File: src/rtl/eth_frame_tx.sv
// RMII Ethernet II transmitter: preamble/SFD, header, payload, zero pad and CRC-32 FCS
// streamed as LSB-first dibits, followed by an enforced inter-frame gap.
module eth_frame_tx #(
  parameter int unsigned PAYLOAD_BYTES = 46,
  parameter logic [47:0] DEST_MAC      = 48'hFF_FF_FF_FF_FF_FF,
  parameter logic [47:0] SRC_MAC       = 48'h02_00_00_00_00_01,
  parameter logic [15:0] ETHERTYPE     = 16'h88B5,
  parameter int unsigned IFG_CYCLES    = 48
) (
  input  logic                       eth_clk,
  input  logic                       eth_rst_n,
  input  logic                       start,
  input  logic [8*PAYLOAD_BYTES-1:0] payload,
  output logic                       busy,
  output logic                       done,
  output logic [1:0]                 eth_txd,
  output logic                       eth_txen
);

  localparam int unsigned PadBytes = (PAYLOAD_BYTES < 46) ? 46 - PAYLOAD_BYTES : 0;
  localparam int unsigned ByteW    = $clog2(1518);
  localparam int unsigned IfgW     = $clog2(IFG_CYCLES + 1);

  localparam logic [111:0]     Header      = {DEST_MAC, SRC_MAC, ETHERTYPE};
  localparam logic [ByteW-1:0] LastPre     = ByteW'(7);
  localparam logic [ByteW-1:0] LastHdr     = ByteW'(13);
  localparam logic [ByteW-1:0] LastPayload = ByteW'(PAYLOAD_BYTES - 1);
  localparam logic [ByteW-1:0] LastPad     = ByteW'(PadBytes - 1);
  localparam logic [ByteW-1:0] LastFcs     = ByteW'(3);
  localparam logic [IfgW-1:0]  IfgLast     = IfgW'(IFG_CYCLES - 1);
  localparam logic [31:0]      CrcPoly     = 32'hEDB8_8320;

  typedef enum logic [2:0] {
    StIdle, StPreamble, StHeader, StPayload, StPad, StFcs, StIfg
  } state_e;

  state_e                     state_q, st_n, st_after;
  logic [ByteW-1:0]           byte_q, byte_n;
  logic [1:0]                 dibit_q, dibit_n;
  logic [IfgW-1:0]            ifg_q;
  logic [31:0]                crc_q;
  logic [8*PAYLOAD_BYTES-1:0] payload_q;
  logic                       last_byte;
  logic [7:0]                 tx_byte;
  logic [1:0]                 tx_dibit;

  function automatic logic [31:0] crc_step(logic [31:0] crc, logic [1:0] d);
    logic [31:0] c;
    c = crc;
    for (int i = 0; i < 2; i++) begin
      c = (c >> 1) ^ (((c[0] ^ d[i]) == 1'b1) ? CrcPoly : 32'h0);
    end
    return c;
  endfunction

  // Next wire position (state, byte, dibit) and the dibit that belongs there.
  always_comb begin
    st_n      = state_q;
    st_after  = state_q;
    byte_n    = byte_q;
    dibit_n   = dibit_q + 2'd1;
    last_byte = 1'b0;
    case (state_q)
      StPreamble: begin last_byte = (byte_q == LastPre);     st_after = StHeader;  end
      StHeader:   begin last_byte = (byte_q == LastHdr);     st_after = StPayload; end
      StPayload:  begin
        last_byte = (byte_q == LastPayload);
        st_after  = (PadBytes > 0) ? StPad : StFcs;
      end
      StPad:      begin last_byte = (byte_q == LastPad);     st_after = StFcs;     end
      StFcs:      begin last_byte = (byte_q == LastFcs);     st_after = StIfg;     end
      default:    begin last_byte = 1'b0;                    st_after = state_q;   end
    endcase

    if (state_q == StIdle) begin
      st_n    = StPreamble;
      byte_n  = '0;
      dibit_n = '0;
    end else if (dibit_q == 2'd3) begin
      if (last_byte) begin
        st_n   = st_after;
        byte_n = '0;
      end else begin
        byte_n = byte_q + ByteW'(1);
      end
    end

    case (st_n)
      StPreamble: tx_byte = (byte_n == LastPre) ? 8'hD5 : 8'h55;
      StHeader:   tx_byte = 8'(Header >> (8 * (13 - 32'(byte_n))));
      StPayload:  tx_byte = 8'(payload_q >> (8 * (PAYLOAD_BYTES - 1 - 32'(byte_n))));
      StFcs:      tx_byte = 8'(~crc_q >> (8 * 32'(byte_n)));
      default:    tx_byte = 8'h00;
    endcase
    tx_dibit = 2'(tx_byte >> {dibit_n, 1'b0});
  end

  always_ff @(posedge eth_clk or negedge eth_rst_n) begin
    if (!eth_rst_n) begin
      state_q   <= StIdle;
      byte_q    <= '0;
      dibit_q   <= '0;
      ifg_q     <= '0;
      crc_q     <= 32'hFFFF_FFFF;
      payload_q <= '0;
      busy      <= 1'b0;
      done      <= 1'b0;
      eth_txd   <= 2'b00;
      eth_txen  <= 1'b0;
    end else begin
      done <= 1'b0;
      case (state_q)
        StIdle: begin
          if (start) begin
            payload_q <= payload;
            state_q   <= st_n;
            byte_q    <= byte_n;
            dibit_q   <= dibit_n;
            // CRC is untouched during the preamble, so seeding here equals seeding at HEADER.
            crc_q     <= 32'hFFFF_FFFF;
            busy      <= 1'b1;
            eth_txen  <= 1'b1;
            eth_txd   <= tx_dibit;
          end
        end
        StIfg: begin
          if (ifg_q == IfgLast) begin
            state_q <= StIdle;
            busy    <= 1'b0;
          end else begin
            ifg_q <= ifg_q + IfgW'(1);
          end
        end
        default: begin
          state_q <= st_n;
          byte_q  <= byte_n;
          dibit_q <= dibit_n;
          if (st_n == StIfg) begin
            eth_txen <= 1'b0;
            eth_txd  <= 2'b00;
            done     <= 1'b1;
            ifg_q    <= '0;
          end else begin
            eth_txd <= tx_dibit;
            if (st_n inside {StHeader, StPayload, StPad}) begin
              crc_q <= crc_step(crc_q, tx_dibit);
            end
          end
        end
      endcase
    end
  end

endmodule

File: config.mk
export PLATFORM = sky130hd
export DESIGN_NAME = eth_frame_tx
export DESIGN_NICKNAME = d
export VERILOG_FILES = /design/src/rtl/eth_frame_tx.sv
export SDC_FILE = /design/constraint.sdc
export NUM_CORES = 1
export LEC_CHECK = 0
export BUFFER_PORTS_ARGS = -buffer_cell sky130_fd_sc_hd__buf_2
export CAP_MARGIN = 0
export CORE_ASPECT_RATIO = 1.4
export CORE_MARGIN = 1
export CORE_UTILIZATION = 63
export CTS_BUF_LIST = sky130_fd_sc_hd__clkbuf_8
export CTS_CLUSTER_DIAMETER = 50
export DETAILED_ROUTE_END_ITERATION = 16
export GPL_TIMING_DRIVEN = 0
export PLACE_DENSITY = 0.85
export SLEW_MARGIN = 20
export SYNTH_ARGS = -nofsm -noshare
export SYNTH_HDL_FRONTEND = slang
export SYNTH_SLANG_ARGS = --single-unit
export TNS_END_PERCENT = 100
File: constraint.sdc
create_clock -name eth_clk -period 12.8 [get_ports eth_clk]
set_input_delay 3.84 -clock eth_clk [delete_from_list [all_inputs] [get_ports eth_clk]]
set_output_delay 3.84 -clock eth_clk [all_outputs]
set_load 0.01 [all_outputs]
After elaboration in Yosys (flattened, before gate mapping)
Index checks and enable logic that the tools add are counted.
Word-level totals
  register bits: 427
  word-level logic and storage cells: 102
Operators by class
  add/sub/neg operators: 5
  equality and inequality tests: 24
  shift-type cells: 4
  mux-type cells: 37
  bitwise operators: 7
  reductions and logical operators: 15
Operators by type and width (number)
  368-bit by 32-bit >> shifter with 8-bit output: 1
  32-bit 2-to-1 mux: 5
  112-bit by 32-bit >> shifter with 8-bit output, first input constant: 1
  32-bit case mux with 2 select lines: 1
  31-bit by 32-bit XOR with 32-bit output: 2
  11-bit 2-to-1 mux: 4
  32-bit NOT: 1
  8-bit case mux with 4 select lines: 1
  32-bit by 14-bit >> shifter with 8-bit output: 1
  11-bit by 3-bit == test with 1-bit output, second input constant: 2
  11-bit case mux with 2 select lines: 1
  3-bit == test, second input constant: 6
  3-bit 2-to-1 mux: 5
  3-bit by 2-bit == test with 1-bit output, second input constant: 4
  6-bit 2-to-1 mux: 2
  3-bit case mux with 4 select lines: 1
  6-bit case mux with 2 select lines: 1
  4-bit by 11-bit subtractor with 12-bit output, first input constant: 1
  6-bit by 11-bit subtractor with 12-bit output, first input constant: 1
  11-bit by 1-bit adder with 11-bit output, second input constant: 1
  11-bit == test, second input constant: 1
  11-bit by 2-bit == test with 1-bit output, second input constant: 1
  11-bit by 4-bit == test with 1-bit output, second input constant: 1
  11-bit by 6-bit == test with 1-bit output, second input constant: 1
  23 further kinds: 46

Depth between registers and ports, before layout
Gate-level depths: netlist of run 1.
  depth in word-level cells: 18
  gate-level depth with buffers: 26

Least setup slack after synthesis of run 1
OpenSTA, ideal clock, no wires.
  kind: reg2reg
  from: register dibit_q[0]
  to: register crc_q[26]
  library setup time: 0.080 ns
  data arrival time: 5.320 ns
  slack: 7.400 ns
  cell stages (with the launch flop): 26
  clock period less this slack: 5.400 ns
  cell sequence: dfrtp_1 -> ha_1 -> buf_4 -> mux2_2 -> nand2_1 -> buf_2 -> nor2_2 -> nor2_4 -> inv_4 -> buf_2 -> buf_2 -> ha_1 -> clkbuf_1 -> inv_2 -> clkbuf_1 -> clkbuf_1 -> mux4_2 -> a221oi_1 -> o21ai_0 -> nand4_1 -> nand4_1 -> a221oi_2 -> xnor2_2 -> buf_6 -> xnor3_1 -> o22a_1
Between the ends
  word-level cells in the longest chain between the ends: 14
RTL lines
  start: declaration: line 39  | logic [1:0] dibit_q, dibit_n;
  start signal: assignment: line 118  | dibit_q <= dibit_n;
  start signal: assignment: line 137  | dibit_q <= dibit_n;
  2-bit == test (*): line 79  | end else if (dibit_q == 2'd3) begin
  11-bit 2-to-1 mux (*): line 79
  11-bit 2-to-1 mux (*): line 75  | if (state_q == StIdle) begin
  via byte_n[1]: line 38  | logic [ByteW-1:0] byte_q, byte_n;
  6-bit by 11-bit subtractor with 12-bit output or 4-bit by 11-bit subtractor with 12-bit output (tied branches): line 91, 90
  368-bit by 32-bit >> shifter with 8-bit output or 112-bit by 32-bit >> shifter with 8-bit output (tied branches): line 91, 90
  8-bit case mux with 4 select lines (*): line 88  | case (st_n)
  8-bit by 3-bit >> shifter with 2-bit output (*): line 95  | tx_dibit = 2'(tx_byte >> {dibit_n, 1'b0});
  1-bit XOR: line 51  | c = (c >> 1) ^ (((c[0] ^ d[i]) == 1'b1) ? CrcPoly : 32'h0);
  32-bit 2-to-1 mux: line 51
  31-bit by 32-bit XOR with 32-bit output: line 51
  31-bit by 32-bit XOR with 32-bit output (*): line 51
  32-bit 2-to-1 mux (*): line 145  | if (st_n inside {StHeader, StPayload, StPad}) begin
  32-bit 2-to-1 mux (*): line 138  | if (st_n == StIfg) begin
  32-bit case mux with 2 select lines (*): line 112  | case (state_q)
  end signal: assignment: line 146  | crc_q <= crc_step(crc_q, tx_dibit);
  end: declaration: line 41  | logic [31:0] crc_q;
The timed path passes the listed nets; every way through them passes the cells marked *. The select of a mux whose other input is x is not followed.
A chain may end at the register's enable or synchronous reset.

Worst setup path in the final report of run 1
Same ends and word-level chain as after synthesis.

==> results of run 1 <==
state kept, by name (all words and copies together), names as in the netlist, 2 cells and up:
name	count
dibit_q	2
eth_txd	2
byte_q	11
crc_q	32
state_q	3
ifg_q	6
payload_q	368
routing by layer:
layer | vias up | wire (um) | track usage, %
met3 | 426 | 7766 | 12.59
met1 | 9039 | 26810 | 52.36
li1 | 7433 | - | -
met2 | 1224 | 38020 | 75.26
met5 | - | 19 | 0
met4 | 4 | 6738 | 35.45
path summary, 6_finish.rpt:
path                                  end  cells past startpoint  slack [ns]
min in group asynchronous  payload_q[240]                      1        3.15
hold / removal                 eth_txd[1]                      1        0.48
max in group asynchronous  payload_q[316]                      3        8.23
setup reg to reg                crc_q[26]                     25        3.88
hold reg to reg                eth_txd[1]                      1        0.48
setup / recovery                crc_q[26]                     25        3.88
report_power, final:
part / switching, uW / internal [uW]
sequential: 58.8 / 1450
clock: 565 / 578
combinational: 146 / 179
per-stage QoR:
stage / cells / util (%) / setup TNS [ns] / total power, uW
finish: 2736 / 75.87 / 0 / 2975
global placement: 2598 / 71.47 / -70.70 / 1830
floorplan: 1778 / - / 0 / 1701
global route: 2730 / 75.83 / 0 / 3062
detailed placement: 2602 / 71.87 / 0 / 1849
CTS: 2717 / 75.73 / 0 / 2968
worst max-delay path, delay by kind of cell (launching register included):
family,cells,cell delay (ns)
xor+xnor,2,0.47
fa+ha+maj,2,0.71
mux,2,0.81
simple gates,5,1.09
flops,1,0.49
compound gates,4,1.52
buf+inv,10,3.71
logic make-up after synthesis:
| logic type | after synthesis |
|---|---|
| adder cells (fa/ha/maj) | 4 |
| flip-flops | 427 |
| AND/OR/NAND/NOR | 442 |
| buffers and inverters | 135 |
| AO/OA/AOI/OAI | 264 |
| multiplexers | 470 |
| XOR/XNOR | 36 |
placed cells by master, fill, tap and decap left out, types with 15 or more instances in the layout:
| cell type | Yosys | routed |
|---|---|---|
| buf_2 | 25 | 399 |
| dfrtp_1 | 395 | 395 |
| mux2_2 | 374 | 374 |
| nand2_1 | 206 | 206 |
| clkbuf_8 | 0 | 81 |
| nor2_1 | 77 | 77 |
| clkbuf_1 | 77 | 77 |
| a21oi_1 | 72 | 72 |
| mux2i_1 | 60 | 60 |
| nand3_1 | 44 | 44 |
| o21ai_0 | 40 | 40 |
| mux4_2 | 36 | 36 |
| dfstp_2 | 32 | 32 |
| inv_1 | 5 | 28 |
| diode_2 | 0 | 19 |
| xor2_1 | 16 | 16 |
| and3_1 | 16 | 16 |
| nand4_1 | 15 | 15 |
| nor3_1 | 16 | 15 |
layout make-up:
type | instances | area (um2) | area share [%]
flip-flops and latches | 427 | 10730 | 42.31
plain buffers | 127 | 631.9 | 2.493
repair buffers | 379 | 1997 | 7.878
clock inverters | 34 | 176.4 | 0.6960
well taps | 445 | 556.8 | 2.196
clock buffers | 81 | 1115 | 4.398
diodes | 19 | 47.55 | 0.1876
multi-input cells | 1216 | 10070 | 39.71
inverters | 8 | 32.53 | 0.1283
==> flow_summary.json, run 1 <==
{
  "core-area_um2": 33410,
  "firstDrtPassIters": 6,
  "ys_seq_area_share_pct": 50.01,
  "synthFlopType": "dfrtp_1",
  "rows": 79,
  "cts.sinks": 427,
  "htreeDepth": 3,
  "avgRoutedWirePerCell_um": 29.00,
  "powerDensity_nw_per_um2": 117.4,
  "irDropWorstVdd_mv": 0.1330,
  "p_leak_uw": 0.01267,
  "cp_slowest_cell": "clkbuf_1",
  "drive_above_1_share_pct": 43.75,
  "crit_start": "dibit_q[0]",
  "syn_area_per_cell_um2": 12.06,
  "pre_cts_ws_ns": 4.396,
  "fin_crit_sh_pct": 69.69,
  "clock_latency_ns": 0.64,
  "yosysUniqueCellTypes": 102,
  "hpwl_mm": 57.09,
  "drc_errors": 0,
  "start_kind": "flop",
  "area_growth_pct": 18.20,
  "worst_pin_slew_ns": 1.213,
  "yosysWarnings": 0,
  "grt_first_pass_wirelength_mm": 115.5,
  "clock_skew_ns": 0.01876,
  "final_nets": 2601,
  "cts.repair.resized": 0,
  "maxSlewViolCount": 0,
  "cts_setup_buffers": 0,
  "start_util_pct": 64.19,
  "ctsHoldBuffers": 0,
  "ys_top_cells_by_area": "dfrtp_1, mux2_2, dfstp_2",
  "max_freq_mhz": 112.1,
  "gp_congestion": 0.9991,
  "cts_tree": "built",
  "holdWs_ns": 0.4836,
  "yosysMostFrequentCell": "dfrtp_1",
  "drt-initial-drc-count": 2083,
  "grt_usage_pct": 46.48,
  "routed_wl_mm": 79.35,
  "setup_viol": 0,
  "hold_viol": 0,
  "synth_fa_ha_area_share_pct": 0.2334,
  "status": "complete, no violations",
  "cp.required_ns": 13.36,
  "synth_edf_count": 0,
  "hp-start": "eth_txd[1]",
  "grt_overflow": 0,
  "async_flop_share_pct": 100.0,
  "grt_pass1_vias": 18960,
  "slowest_delay_ns": 0.88,
  "synth-xor-area-share_pct": 1.978,
  "r2r-start": "dibit_q[0]",
  "die-area_um2": 34790,
  "endpoint_kind": "flop",
  "synth_compound_area_share_pct": 8.693,
  "grt_setup_unrepaired": "false",
  "hold_class": "reg2reg",
  "grt_start_max_net_pins": 108,
  "crit_arrival_ns": 9.48,
  "postSynthRegisterBits": 427,
  "post-route-min-period_ns": 8.921,
  "yosysTopAreaCell": "dfrtp_1",
  "synth_common_cells": "dfrtp_1, mux2_2, nand2_1",
  "port_buffers": 375,
  "final.setup.worst_slack_ns": 3.879,
  "antenna_found_initial": 17,
  "placed_area_um2": 24010,
  "clock-root-buffer": "clkbuf_8",
  "final_area_um2": 25350,
  "netlist.area_leader.share_pct": 46.09,
  "post_drt_via_cell_ratio": 6.625,
  "critical_path_class": "reg2reg",
  "netlist_area_um2": 21450,
  "clk_pin_slew_ns": 0.06,
  "ant_nets": 0,
  "synthMuxAreaShare_pct": 26.22,
  "drv_cap": 0,
  "numCtsBuffers": 67,
  "syn-instance-count": 1778,
  "via_count": 18130,
  "path_max_fanout": 10,
  "die_w_um": 157.9,
  "ios": 376,
  "synth_top_family_by_area": "multiplexers",
  "die_h_um": 220.3,
  "max-slew-margin-rel_pct": 19.15,
  "synth_fp_nets": 2153,
  "clockBufferDepth": 3,
  "synth_simple_gate_area_share_pct": 9.767,
  "n_fill_cell": 2204
}
No activity file was read; power rests on OpenSTA's default activity.
==> run 2, diff against run 1 <==
Settings changed: CORE_UTILIZATION 63 to 58, PLACE_DENSITY 0.85 to 0.79.
Clock period 12.8 ns to 9.25 ns, I/O delays scaled along.
==> run 2 against run 1 <==
Worst setup slack got worse by 3.3 ns. Critical endpoint unchanged. Utilization decreased by 6.3 points. Clock power rose by 42%.
==> flow_summary.json, run 2 (same netlist as run 1, synthesis figures left out) <==
{
  "status": "complete, no violations",
  "die_h_um": 229.5,
  "avgRoutedWirePerCell_um": 27.46,
  "max-slew-margin-rel_pct": 20.01,
  "fin_tns_setup_ns": 0,
  "swShare_pct": 25.40,
  "grt_start_max_net_pins": 105,
  "gp_congestion": 0.9957,
  "core-area_um2": 36560,
  "internal_power_uw": 3091,
  "clk_pin_slew_ns": 0.06,
  "routed_wl_mm": 76.06,
  "cts.repair.resized": 0,
  "port_buffers": 375,
  "grt_pass1_vias": 18570,
  "r2r-start": "dibit_q[0]",
  "drt-initial-drc-count": 1748,
  "crit_arrival_ns": 9.28,
  "hpwl_mm": 55.80,
  "pwr-share-comb_pct": 10.7,
  "clock_skew_ns": 0.03508,
  "ctsHoldBuffers": 0,
  "cts_setup_buffers": 0,
  "slowest_delay_ns": 0.89,
  "endpoint_kind": "flop",
  "critical_path_class": "reg2reg",
  "hold_viol": 0,
  "htreeDepth": 3,
  "irDropWorstVdd_mv": 0.1728,
  "clock-root-buffer": "clkbuf_8",
  "final_nets": 2604,
  "drive_above_1_share_pct": 43.72,
  "die-area_um2": 37760,
  "crit_family": "buffers and inverters",
  "cp_slowest_cell": "clkbuf_1",
  "drv_cap": 0,
  "maxSlewViolCount": 0,
  "ios": 376,
  "clock_latency_ns": 0.65,
  "layout_common_cells": "buf_2, dfrtp_1, mux2_2",
  "hold_class": "reg2reg",
  "hp-start": "eth_txd[1]",
  "top_regs": "payload_q (368), crc_q (32), byte_q (11)",
  "grt_overflow": 0,
  "area_growth_pct": 18.64,
  "ant_nets": 0,
  "powerDensity_nw_per_um2": 162.9,
  "power.switching_uw": 1053,
  "grt_usage_pct": 40.99,
  "cp.required_ns": 9.82,
  "fin_crit_sh_pct": 94.19,
  "cts_tree": "built",
  "crit_buf_inv": 10,
  "antenna_found_initial": 26,
  "final_common_cell": "buf_2",
  "die_w_um": 164.5,
  "cts.sinks": 427,
  "firstDrtPassIters": 5,
  "start_kind": "flop",
  "start_util_pct": 58.67,
  "post_drt_via_cell_ratio": 6.410,
  "drc_errors": 0,
  "grt_first_pass_wirelength_mm": 111.8,
  "via_count": 17760,
  "grt_setup_unrepaired": "false",
  "path_max_fanout": 10,
  "holdWs_ns": 0.4798,
  "clockBufferDepth": 3,
  "max_freq_mhz": 114.8,
  "rows": 83,
  "regMostFlops": "payload_q",
  "clockPowerShare_pct": 39.1,
  "pwr-share-seq_pct": 50.1,
  "post-route-min-period_ns": 8.713,
  "numCtsBuffers": 70,
  "setup_viol": 0,
  "worst_pin_slew_ns": 1.200,
  "p_leak_uw": 0.01270,
  "largest_reg_flops": 368,
  "crit_start": "dibit_q[0]"
}
==> run 2: final cells by class <==
| cell class | instances | area [um2] |
|---|---|---|
| fillers | 2733 | 11110 |
| flip-flops and latches | 427 | 10730 |
| multi-input cells | 1216 | 10060 |
| repair buffers | 379 | 1997 |
| clock buffers | 82 | 1129 |
| plain buffers | 127 | 631.9 |
| well taps | 467 | 584.3 |
| clock inverters | 39 | 219.0 |
| diodes | 25 | 62.56 |
| inverters | 8 | 32.53 |
==> run 2: worst register-to-register path, stage by stage, from the launching register on <==
cell	delay, ns
dfrtp_1	0.48
ha_1	0.38
buf_4	0.24
mux2_2	0.36
nand2_1	0.10
buf_2	0.28
nor2_2	0.17
nor2_4	0.43
inv_4	0.13
buf_2	0.29
buf_2	0.31
ha_1	0.32
clkbuf_1	0.24
inv_2	0.30
clkbuf_1	0.78
clkbuf_1	0.90
mux4_2	0.44
a221oi_1	0.51
o21ai_0	0.21
nand4_1	0.25
nand4_1	0.13
a221oi_2	0.52
xnor2_2	0.24
buf_6	0.23
xnor3_1	0.24
o22a_1	0.17
==> run 2: stage by stage <==
stage	instances	setup slack [ns]	util (%)	instance area (um2)	power (uW)
2_1_floorplan	1778	3.850	-	21450	2354
6_report	2770	0.5371	69.60	25440	4144
3_5_place_dp	2624	0.7704	65.74	24030	2551
5_1_grt	2766	0.4298	69.57	25430	4291
4_1_cts	2745	0.8287	69.43	25380	4153
3_3_place_gp	2620	-2.824	65.40	23910	2527
==> run 2: worst paths after layout <==
check / endpoint / slack, ns / depth (start not counted)
worst min register to register: eth_txd[1] / 0.48 / 1
worst min-delay path: eth_txd[1] / 0.48 / 1
worst max register to register: crc_q[26] / 0.54 / 25
min in group asynchronous: payload_q[221] / 1.99 / 1
max in group asynchronous: payload_q[100] / 5.95 / 3
worst max-delay path: crc_q[26] / 0.54 / 25
==> run 2: per-layer routing <==
metal | vias up | wire, um | GRT usage [%]
li1 | 7437 | - | -
met1 | 8907 | 27000 | 47.94
met2 | 1084 | 36930 | 65.94
met3 | 321 | 6536 | 9.000
met4 | 6 | 5566 | 29.90
met5 | - | 28 | 0
==> run 2: power groups by stage <==
stage	clock [uW]	sequential [uW]	combinational [uW]
after floorplan	0	2080	269
after global placement	0	2110	421
after detailed placement	0	2110	444
after CTS	1630	2080	445
after global routing	1720	2090	486
final	1620	2080	444
==> run 3, diff against run 2 <==
--- a/config.mk
+++ b/config.mk
@@ -9,5 +9,7 @@
 export CAP_MARGIN = 0
+export CELL_PAD_IN_SITES_DETAIL_PLACEMENT = 1
+export CELL_PAD_IN_SITES_GLOBAL_PLACEMENT = 1
 export CORE_ASPECT_RATIO = 1.4
 export CORE_MARGIN = 1
-export CORE_UTILIZATION = 58
+export CORE_UTILIZATION = 47
 export CTS_BUF_LIST = sky130_fd_sc_hd__clkbuf_8
@@ -16,3 +18,3 @@
 export GPL_TIMING_DRIVEN = 0
-export PLACE_DENSITY = 0.79
+export PLACE_DENSITY = 0.8
 export SLEW_MARGIN = 20
==> constraint.sdc (replaced) <==
create_clock -name eth_clk -period 9.25 [get_ports eth_clk]
set_input_delay 1.85 -clock eth_clk [delete_from_list [all_inputs] [get_ports eth_clk]]
set_output_delay 1.85 -clock eth_clk [all_outputs]
set_load 0.01 [all_outputs]
==> run 3 against run 2 <==
Worst setup slack worse by 0.046 ns. Critical path depth unchanged. Clock-buffer cell count increased by 5. First-iteration DRC count down 30%. Power rose by 3.0%. Cell count rose by 5.1%. Sequential share of layout area shrank 0.43 points. Global-route usage down 4.4 points. Sequential power about the same. Largest cell class unchanged. Largest power group unchanged.
==> flow_summary.json, run 3 (same netlist as run 1, synthesis figures left out) <==
{
  "crit_path_end": "crc_q[26]",
  "die_w_um": 182.5,
  "r2r_setup_slack_ns": 0.49,
  "post_drt_via_cell_ratio": 6.056,
  "worst_pin_slew_ns": 1.208,
  "clk_pin_slew_ns": 0.06,
  "drc_errors": 0,
  "clock_latency_ns": 0.66,
  "final_common_cell": "buf_2",
  "firstDrtPassIters": 5,
  "max_freq_mhz": 114.2,
  "grt_usage_pct": 36.58,
  "grt_setup_unrepaired": "false",
  "endpoint_kind": "flop",
  "dp.cells": 2769,
  "final_util_pct": 57.11,
  "max-slew-margin-rel_pct": 19.48,
  "regMostFlops": "payload_q",
  "rr_worst_depth": 25,
  "fin_crit_sh_pct": 94.69,
  "worstReg2RegEnd": "crc_q[26]",
  "gp_congestion": 0.9619,
  "cts.sinks": 427,
  "via_count": 17630,
  "cts.repair.resized": 0,
  "routed_wl_mm": 84.27,
  "rows": 92,
  "core-area_um2": 45010,
  "crit_start": "dibit_q[0]",
  "powerDensity_nw_per_um2": 166.0,
  "cp.required_ns": 9.82,
  "port_buffers": 375,
  "ant_nets": 0,
  "final_nets": 2606,
  "cts_setup_buffers": 0,
  "pre_cts_ws_ns": 0.7209,
  "setup_viol": 0,
  "start_util_pct": 47.65,
  "layout_common_cells": "buf_2, dfrtp_1, mux2_2",
  "die_h_um": 254.7,
  "avgRoutedWirePerCell_um": 28.95,
  "hold_class": "reg2reg",
  "clockBufferDepth": 3,
  "critical_path_class": "reg2reg",
  "status": "complete, no violations",
  "grt_first_pass_wirelength_mm": 123.5,
  "ios": 376,
  "clock-root-buffer": "clkbuf_8",
  "clock_skew_ns": 0.03357,
  "grt_pass1_vias": 19550,
  "p_leak_uw": 0.01273,
  "area_growth_pct": 19.86,
  "holdWs_ns": 0.4848,
  "hpwl_mm": 62.31,
  "top_regs": "payload_q (368), crc_q (32), byte_q (11)",
  "grt_overflow": 0,
  "htreeDepth": 3,
  "numCtsBuffers": 71,
  "drv_cap": 0,
  "r2r-start": "dibit_q[0]",
  "start_kind": "flop",
  "instances_no_fill": 2911,
  "antenna_found_initial": 28,
  "largest_reg_flops": 368,
  "drt-initial-drc-count": 1217,
  "ctsHoldBuffers": 0,
  "final.setup.worst_slack_ns": 0.4913,
  "grt_start_max_net_pins": 100,
  "post-route-min-period_ns": 8.759,
  "irDropWorstVdd_mv": 0.1471,
  "cts_tree": "built",
  "drive_above_1_share_pct": 43.99,
  "hold_viol": 0,
  "path_max_fanout": 10,
  "crit_arrival_ns": 9.33,
  "die-area_um2": 46500,
  "maxSlewViolCount": 0
}
==> run 3: cell types whose count changed in the layout (fill, tap and decap cells not counted) <==
cell        change
buf_4           +1
bufinv_16       +2
clkbuf_8        +5
clkinv_2        -1
clkinv_8        -1
clkinvlp_4      +1
diode_2         -3
inv_1           -5
inv_6           -1
inv_8           -1
nor3_1          -1
nor3_2          +1
==> run 3: power by group <==
group          switching (uW)  internal (uW)
combinational             205            248
clock                     801            931
sequential               78.3           2000
==> run 3: worst min path at each step <==
stage / slack [ns] / start / cells after the start / endpoint
CTS: 0.49 / eth_txd[1] / 1 / eth_txd[1]
detailed placement: 0.48 / eth_txd[1] / 1 / eth_txd[1]
floorplan: 0.47 / payload_q[354] / 1 / payload_q[354]
global placement: 0.47 / eth_txd[1] / 1 / eth_txd[1]
finish: 0.48 / eth_txd[1] / 1 / eth_txd[1]
global route: 0.50 / eth_txd[1] / 1 / eth_txd[1]
==> run 3: through the flow <==
stage	cell area (um2)	TNS, ns	power (uW)
after floorplan	21450	0	2354
after global placement	24090	-811.53	2537
after detailed placement	24230	0	2565
after CTS	25650	0	4290
after global routing	25690	0	4411
final	25700	0	4268
==> run 3: layer usage <==
layer  up-vias  share of wire, %  global-route usage, %
li1       7424                 -                      -
met1      9137                36                  41.14
met2       780                51                  62.63
met3       272               6.4                  8.196
met4        16               6.5                  23.75
met5         -              0.11                      0
==> run 3: cell type report <==
class                   instances  area [um2]
well taps                     611       764.5
repair buffers                380        2004
multi-input cells            1216       10070
plain buffers                 127       631.9
flip-flops and latches        427       10730
diodes                         22       55.05
clock inverters                33       226.5
fillers                      4798       19300
inverters                       8       32.53
clock buffers                  87        1197
==> run 3: worst max-delay path: stages (launching register included) <==
cell and delay, ns:
dfrtp_1 0.52, ha_1 0.32, buf_4 0.22, mux2_2 0.37, nand2_1 0.10, buf_2 0.27
nor2_2 0.14, nor2_4 0.42, inv_4 0.12, buf_2 0.27, buf_2 0.28, ha_1 0.31
clkbuf_1 0.23, inv_2 0.37, clkbuf_1 0.85, clkbuf_1 0.91, mux4_2 0.44, a221oi_1 0.45
o21ai_0 0.18, nand4_1 0.25, nand4_1 0.14, a221oi_2 0.56, xnor2_2 0.24, buf_6 0.23
xnor3_1 0.25, o22a_1 0.18
